--- config.mk ---
export PLATFORM = sky130hd
export DESIGN_NAME = frame_bank_ctrl
export DESIGN_NICKNAME = d
export VERILOG_FILES = /design/src/rtl/frame_bank_ctrl.sv
export SDC_FILE = /design/constraint.sdc
export NUM_CORES = 1
export LEC_CHECK = 0
export ABC_AREA = 1
export CORE_MARGIN = 10
export CORE_UTILIZATION = 52
export DETAILED_ROUTE_END_ITERATION = 8
export PLACE_DENSITY_LB_ADDON = 0.05
export SETUP_SLACK_MARGIN = 0.2
export SKIP_CTS_REPAIR_TIMING = 1
export SLEW_MARGIN = 20
export SYNTH_ARGS = -nofsm -noshare
export SYNTH_HDL_FRONTEND = slang
export SYNTH_SLANG_ARGS = --single-unit
--- constraint.sdc ---
create_clock -name cam_clk_in -period 2.9 [get_ports cam_clk_in]
set_input_delay 0.58 -clock cam_clk_in [delete_from_list [all_inputs] [get_ports cam_clk_in]]
set_output_delay 0.58 -clock cam_clk_in [all_outputs]
set_load 0.005 [all_outputs]
--- src/rtl/frame_bank_ctrl.sv ---
// Double-buffer frame writer: stores the rotated pixel stream into one of two BRAM banks and
// swaps banks with the display reader. Define FRAME_BANK_CTRL_STATS_EN to enable drop/error counters.
module frame_bank_ctrl #(
  parameter int unsigned FRAME_PIXELS = 76800,
  parameter int unsigned PIX_ADDR_W   = 17,
  parameter int unsigned BRAM_ADDR_W  = 18,
  parameter int unsigned CNT_W        = 8
) (
  input  logic                   cam_clk_in,
  input  logic                   rst_n_in,
  input  logic                   valid_pixel_in,
  input  logic [15:0]            pixel_in,
  input  logic [PIX_ADDR_W-1:0]  pixel_addr_in,
  input  logic                   frame_done_in,
  input  logic                   read_release_in,
  output logic                   bram_we_out,
  output logic [BRAM_ADDR_W-1:0] bram_addr_out,
  output logic [15:0]            bram_din_out,
  output logic                   read_bank_out,
  output logic                   frame_swap_out,
  output logic                   frame_err_out,
  output logic [CNT_W-1:0]       dropped_frames_out,
  output logic [CNT_W-1:0]       err_frames_out
);

  localparam logic [1:0] ST_SYNC    = 2'd0;
  localparam logic [1:0] ST_CAPTURE = 2'd1;
  localparam logic [1:0] ST_HOLD    = 2'd2;

  localparam logic [PIX_ADDR_W-1:0]  CNT_FULL = PIX_ADDR_W'(FRAME_PIXELS);
  localparam logic [PIX_ADDR_W-1:0]  CNT_OVER = PIX_ADDR_W'(FRAME_PIXELS + 1);
  localparam logic [BRAM_ADDR_W-1:0] BANK_OFS = BRAM_ADDR_W'(FRAME_PIXELS);

  logic [1:0]             state_q, state_d;
  logic                   write_bank_q, write_bank_d;
  logic [PIX_ADDR_W-1:0]  pix_cnt_q, pix_cnt_d;
  logic                   reader_free_q, reader_free_d;
  logic                   we_q, we_d;
  logic [BRAM_ADDR_W-1:0] addr_q, addr_d;
  logic [15:0]            din_q, din_d;
  logic                   swap_q, swap_d;
  logic                   err_q, err_d;
  logic                   free_now;
  logic                   swap_now;
  logic [BRAM_ADDR_W-1:0] bank_base;

  // A release arriving in the same cycle as the decision counts immediately.
  assign free_now  = reader_free_q | read_release_in;
  assign bank_base = write_bank_q ? BANK_OFS : '0;

  always_comb begin
    state_d       = state_q;
    pix_cnt_d     = pix_cnt_q;
    reader_free_d = free_now;
    we_d          = 1'b0;
    addr_d        = addr_q;
    din_d         = din_q;
    err_d         = 1'b0;
    swap_now      = 1'b0;

    case (state_q)
      ST_SYNC: begin
        if (frame_done_in) begin
          state_d   = ST_CAPTURE;
          pix_cnt_d = '0;
        end
      end
      ST_CAPTURE: begin
        if (frame_done_in) begin
          pix_cnt_d = '0;
          if (pix_cnt_q == CNT_FULL) begin
            if (free_now) swap_now = 1'b1;
            else          state_d  = ST_HOLD;
          end else begin
            err_d = 1'b1;
          end
        end else if (valid_pixel_in) begin
          if (pix_cnt_q < CNT_FULL) begin
            we_d   = 1'b1;
            addr_d = BRAM_ADDR_W'(pixel_addr_in) + bank_base;
            din_d  = pixel_in;
          end
          if (pix_cnt_q != CNT_OVER) pix_cnt_d = pix_cnt_q + 1'b1;
        end
      end
      ST_HOLD: begin
        if (free_now) begin
          swap_now = 1'b1;
          state_d  = ST_SYNC;
        end
      end
      default: state_d = ST_SYNC;
    endcase

    write_bank_d = swap_now ? ~write_bank_q : write_bank_q;
    swap_d       = swap_now;
    if (swap_now) reader_free_d = 1'b0;
  end

  always_ff @(posedge cam_clk_in or negedge rst_n_in) begin
    if (!rst_n_in) begin
      state_q       <= ST_SYNC;
      write_bank_q  <= 1'b0;
      pix_cnt_q     <= '0;
      reader_free_q <= 1'b1;
      we_q          <= 1'b0;
      addr_q        <= '0;
      din_q         <= '0;
      swap_q        <= 1'b0;
      err_q         <= 1'b0;
    end else begin
      state_q       <= state_d;
      write_bank_q  <= write_bank_d;
      pix_cnt_q     <= pix_cnt_d;
      reader_free_q <= reader_free_d;
      we_q          <= we_d;
      addr_q        <= addr_d;
      din_q         <= din_d;
      swap_q        <= swap_d;
      err_q         <= err_d;
    end
  end

  assign bram_we_out    = we_q;
  assign bram_addr_out  = addr_q;
  assign bram_din_out   = din_q;
  assign read_bank_out  = ~write_bank_q;
  assign frame_swap_out = swap_q;
  assign frame_err_out  = err_q;

`ifdef FRAME_BANK_CTRL_STATS_EN
  logic [CNT_W-1:0] drop_cnt_q;
  logic [CNT_W-1:0] err_cnt_q;
  logic             drop_inc;

  assign drop_inc = (state_q == ST_HOLD) && frame_done_in && !free_now;

  always_ff @(posedge cam_clk_in or negedge rst_n_in) begin
    if (!rst_n_in) begin
      drop_cnt_q <= '0;
      err_cnt_q  <= '0;
    end else begin
      if (drop_inc && (drop_cnt_q != '1)) drop_cnt_q <= drop_cnt_q + 1'b1;
      if (err_d && (err_cnt_q != '1))     err_cnt_q  <= err_cnt_q + 1'b1;
    end
  end

  assign dropped_frames_out = drop_cnt_q;
  assign err_frames_out     = err_cnt_q;
`else
  assign dropped_frames_out = '0;
  assign err_frames_out     = '0;
`endif

  // A swap only follows a good frame, an error only a bad one.
  a_swap_err_excl: assert property (@(posedge cam_clk_in) disable iff (!rst_n_in)
    !(frame_swap_out && frame_err_out));
  a_addr_range: assert property (@(posedge cam_clk_in) disable iff (!rst_n_in)
    bram_we_out |-> (bram_addr_out < BRAM_ADDR_W'(2 * FRAME_PIXELS)));

endmodule
## Word level (Yosys, flattened, before mapping)

Index checks and enable logic that the tools add are counted.

| operators by class | value |
|---|---|
| mux-type cells | 24 |
| equality and inequality tests | 11 |
| order comparisons | 1 |
| reductions and logical operators | 5 |
| add/sub/neg operators | 2 |
| bitwise operators | 3 |

Operator list:

| operator | count |
|---|---|
| two-way mux 17 bit | 5 |
| one-hot mux 17 bit (2 select lines) | 1 |
| adder 17 x 17 -> 18 bit | 1 |
| adder 17 x 1 -> 17 bit, second input constant | 1 |
| equality test 17 bit, second input constant | 1 |
| < comparator 17 bit, second input constant | 1 |
| != test 17 bit, second input constant | 1 |
| two-way mux 1 bit | 11 |
| two-way mux 2 bit | 5 |
| != test 2 bit, second input constant | 5 |
| AND reduction 4 bit | 2 |
| != test 3 bit, second input constant | 2 |
| one-hot mux 2 bit (3 select lines) | 1 |
| AND reduction 5 bit | 1 |
| equality test 2 x 1 -> 1 bit, second input constant | 1 |
| equality test 2 bit, second input constant | 1 |
| logical NOT 2 bit | 1 |
| NOT 1 bit | 2 |
| one-hot mux 1 bit (2 select lines) | 1 |
| nonzero test 2 bit | 1 |
| bitwise OR 1 bit | 1 |

| storage, ports and cells | value |
|---|---|
| logic and storage cells | 55 |
| bits of input ports | 38 |
| register bits after elaboration | 58 |

## Longest topological paths before layout

| logic depth | value |
|---|---|
| word-level depth | 6 |
| mapped depth | 13 |

## Worst setup path after synthesis

Ideal clock, no wire load.

| timing path | value |
|---|---|
| path kind | input-to-reg |
| from | input port pixel_addr_in[10] |
| to | register addr_q[16], in the netlist bram_addr_out[16] |
| setup slack | 1.036 ns |
| path buffers | 0 |
| data arrival time | 1.782 ns |
| stages | 7 |
| data required time | 2.817 ns |
| setup time | 0.083 ns |
| path through | ha_1 > inv_1 > fa_1 > o21ai_0 > nand3_1 > xor2_1 > o21ai_0 |

| between the ends | value |
|---|---|
| word-level cells in the longest chain between the ends | 1 |

Ends and longest elaborated chain:

| what | RTL line | source |
|---|---|---|
| start, declared | 13 | `input logic [PIX_ADDR_W-1:0] pixel_addr_in,` |
| adder 17 x 17 -> 18 bit | 80 | `addr_d = BRAM_ADDR_W'(pixel_addr_in) + bank_base;` |
| end signal, assigned | 117 | `addr_q <= addr_d;` |
| end, declared | 39 | `logic [BRAM_ADDR_W-1:0] addr_q, addr_d;` |

Every way passes these cells.
A chain may end at the register's enable or synchronous reset.

## Worst setup path in the final report

| timing path | value |
|---|---|
| from | register state_q[1] |
| to | register addr_q[12], in the netlist bram_addr_out[12] |

| between the ends | value |
|---|---|
| word-level cells in the longest chain between the ends | 2 |

Ends and longest elaborated chain:

| what | RTL line | source |
|---|---|---|
| start, declared | 34 | `logic [1:0] state_q, state_d;` |
| start signal, assigned | 112 | `state_q <= state_d;` |
| equality test 2 x 1 -> 1 bit | 61 | `case (state_q)` |
| AND reduction 4 bit (no line) | -- |  |

Every way passes these cells.

==> results.env <==
OUTCOME='finished clean'
YOSYS_WARNINGS=0
NETLIST_TOP_CELLS_AREA='sky130_fd_sc_hd__dfrtp_1 44%, sky130_fd_sc_hd__nand2_1 18%, sky130_fd_sc_hd__nand3_1 5.0%'
DIE_WIDTH_UM=98.85
SYNTHXORXNORAREAFRAC_PCT=1.084
ROUTABILITYCONGESTION=0.8631
WORST_SETUP_PATH_TYPE='reg2reg'
POST-ROUTE-CELL-AREA_SQ_MM=0.004169
DIE-AREA_SQ_MM=0.009771
TOP_COUNT_CELL_POST_SYNTH='sky130_fd_sc_hd__nand2_1'
CLKTRANSATPATHREGS_PS=70
BOUNDARYPINS=92
FINISH.NET_COUNT=542
CTS_BUFFERS=9
SYNTHESIS.AREA_PER_INSTANCE_SQ_UM=7.753
SHARE_OF_LAYOUT_CELLS_ABOVE_DRIVE_STRENGTH_1_PCT=7.831
CORE_REGION_AREA_SQ_MM=0.005991
MAX_FREQ_MHz=458.7
ROUTED-VIA-COUNT=2905
DR.PASS1.ITERS=4
SYNTH_LARGEST_AREA_CELL='sky130_fd_sc_hd__dfrtp_1'
SYNTH.YOSYS.SEQ_AREA_SHARE_PCT=44.93
WORSTSKEWPAIRLATENCY_PS=340
CP_MAX_FO=39
TIMING.FINAL.CRIT_SHARE_PCT=75.17
GRT_MAX_DEGREE=40
GRT.OVERFLOW.TOTAL=0
NETLIST-CELL-TYPE-COUNT=33
FIRST_GLOBAL_VIAS=2815
FINAL_HOLD_VIOLATION_COUNT=0
RSZ_0062_RAISED_AFTER_GLOBAL_ROUTING='false'
POSTSYNTHREGISTERBITS=58
PLACEMENT.CELL_AREA_SQ_MM=0.003970
CP_MAX_STAGE_DELAY_PS=440
INSERTEDDIODECOUNT=0
SETUP-TNS-FINAL_PS=0
END_KIND='register'
ROWS=28
SYNTH_TOP_CELLS_BY_COUNT='152 x sky130_fd_sc_hd__nand2_1, 57 x sky130_fd_sc_hd__dfrtp_1, 36 x sky130_fd_sc_hd__nor2_1'
WIRE_PER_INST_UM=14.37
TIMING.CRITICAL_PATH.CELLS='inv_1 -> ha_1 -> inv_2 -> nor2_4 -> nand2_1 -> nor2_2 -> inv_2 -> nand2_1 -> o21ai_0'
TRANSITION_TIME_AT_THE_PIN_WITH_THE_LEAST_SLEW_MARGIN_PS=644.0
SYN_INST=417
DRC_VIOLATION_COUNT_AFTER_ROUTING=0
INITIAL_CORE_UTIL_PCT=53.97
CLOCKROOTBUFFER='sky130_fd_sc_hd__clkbuf_8'
FINAL_SETUP_VIOLATION_COUNT=0
NETLIST.AREA_LEADER.SHARE_PCT=44.12
IR_DROP_mV=0.5134
GLOBALROUTETOTALUTIL_PCT=17.11
WIRE_LENGTH_OF_THE_FIRST_GLOBAL_ROUTING_PASS_UM=13920
POST_SYNTHESIS_ADDER_CELL_AREA_FRACTION_PCT=4.489
POWER_LEAKAGE_nW=2.003
WORST_EP_ARRIVAL_TIME_PS=2360
PWR_DENSITY_CELL_mW_PER_MM2=804.5
FINISH.UTILIZATION_PCT=69.59
POSTSYNTH.TOPFLOPCELL='sky130_fd_sc_hd__dfrtp_1'
DETAIL_ROUTE.ITER0.VIOLATIONS=153
ELEMENT_TYPE_AT_THE_CRITICAL_PATH_START='register'
WORST_PATH_MAX_DELAY_CELL='sky130_fd_sc_hd__ha_1'
CTS.SINK_COUNT=58
CTS_TREE='yes'
SYNTH.AREA.MUX_SHARE_PCT=0
TIMING.HOLD.WORST.CLASS='in2async'
FINAL.MIN_CLOCK_PERIOD_PS=2180
CTS_MAX_LEVEL=3
MAXSLEWHEADROOM_PCT=57.07
FIN_WORST_SKEW_PS=12.52
PLACE.PORT_BUFFERS=75
DRT_WL_TOTAL_UM=8232
SYNTH_COMPOUND_AREA_SHARE_PCT=6.192
MAXSLEWVIOLCOUNT=0
SYNTH-SIMPLE-AREA-SHARE_PCT=33.32
AREA_DELTA_SYNTH_FINAL_PCT=28.95
SYN_AREA_SQ_MM=0.003233
SHARE_OF_FLIP_FLOPS_WITH_AN_ASYNCHRONOUS_SET_OR_RESET_PCT=100.0
MAX-CAP-VIOLATIONS=0
SYNTH-EDFF-COUNT=0
FILLERINSTANCES=502
DRT-VIAS-PER-INSTANCE=5.070
GRT_ANTENNA_BEFORE_REPAIR=0
SYNTH_TOP_FAMILY_BY_AREA='simple AND/OR/NAND/NOR gates'
DRTANTENNAVIOLNETS=0
CTS-ROOT-TO-SINK-BUFFERS=2
DIE_H_UM=98.85
CP.REQUIRED_PS=3080
FINALPOWER_mW=3.354
PLACED_WIRE_LENGTH_ESTIMATE_UM=6189
HOLD_WS_PS=249.4
flip-flops by register name, summed over array words and instances (netlist names):
| name | count |
|---|---|
| bram_addr_out | 18 |
| write_bank_q | 1 |
| frame_err_out | 1 |
| state_q | 2 |
| bram_we_out | 1 |
| pix_cnt_q | 17 |
| reader_free_q | 1 |
| frame_swap_out | 1 |
| bram_din_out | 16 |
cell type report:
type                    instances  area (sq um)  area share (%)
clock buffers                  13         158.9           3.812
clock inverters                 3         40.04          0.9604
inverters                      33         125.1           3.001
multi-input cells             313          1518           36.40
flip-flops and latches         58          1453           34.84
well taps                      75         93.84           2.251
repair buffers                 78         780.7           18.73
stage by stage:
stage	worst slack, ps	instances
floorplan	1036	432
global placement	487.8	557
detailed placement	417.9	557
CTS	696.4	573
global route	462.7	573
finish	720.1	573
critical path: cells and delay by family (launching register included):
family / cells / cell delay, ps
buf+inv: 3 / 520
flops: 1 / 400
compound gates: 1 / 100
fa+ha+maj: 1 / 440
simple gates: 4 / 560
cells in the final DEF (no fill, tap or decap), types with 4 or more instances in the layout:
| cell type | Yosys | routed |
|---|---|---|
| sky130_fd_sc_hd__nand2_1 | 152 | 152 |
| sky130_fd_sc_hd__clkdlybuf4s50_1 | 0 | 74 |
| sky130_fd_sc_hd__dfrtp_1 | 57 | 57 |
| sky130_fd_sc_hd__nor2_1 | 36 | 36 |
| sky130_fd_sc_hd__nand3_1 | 32 | 32 |
| sky130_fd_sc_hd__inv_1 | 27 | 27 |
| sky130_fd_sc_hd__o21ai_0 | 16 | 16 |
| sky130_fd_sc_hd__conb_1 | 1 | 16 |
| sky130_fd_sc_hd__nand4_1 | 11 | 11 |
| sky130_fd_sc_hd__clkbuf_8 | 0 | 11 |
| sky130_fd_sc_hd__a21oi_1 | 10 | 10 |
| sky130_fd_sc_hd__ha_1 | 10 | 10 |
| sky130_fd_sc_hd__inv_2 | 4 | 4 |
| sky130_fd_sc_hd__o21ai_1 | 4 | 4 |
metal layers:
metal  GRT usage [%]  wire (um)
met1           21.71       3715
met2           27.10       3887
met3           5.307        562
met4           5.402         66
met5               0          0
power by group:
part	switching (mW)	internal (mW)	total (mW)
Clock	0.316	0.441	0.758
Combinational	0.647	0.701	1.35
Sequential	0.155	1.09	1.25
final timing paths:
kind,start,end,slack (ps),cells after the start
max in group asynchronous,rst_n_in,bram_din_out[14],2030,2
min reg2reg,bram_din_out[8],bram_din_out[8],470,2
min,rst_n_in,bram_din_out[2],250,1
min in group cam_clk_in,bram_din_out[8],bram_din_out[8],470,2
max reg2reg,state_q[1],bram_addr_out[12],720,9
max,state_q[1],bram_addr_out[12],720,9
logic make-up after synthesis:
kind of cell,after synthesis
xor+xnor,4
fa+ha+maj,11
compound gates,35
buf+inv,61
other cells,1
flops,58
simple gates,247
Power figures use the tool's default switching activity.
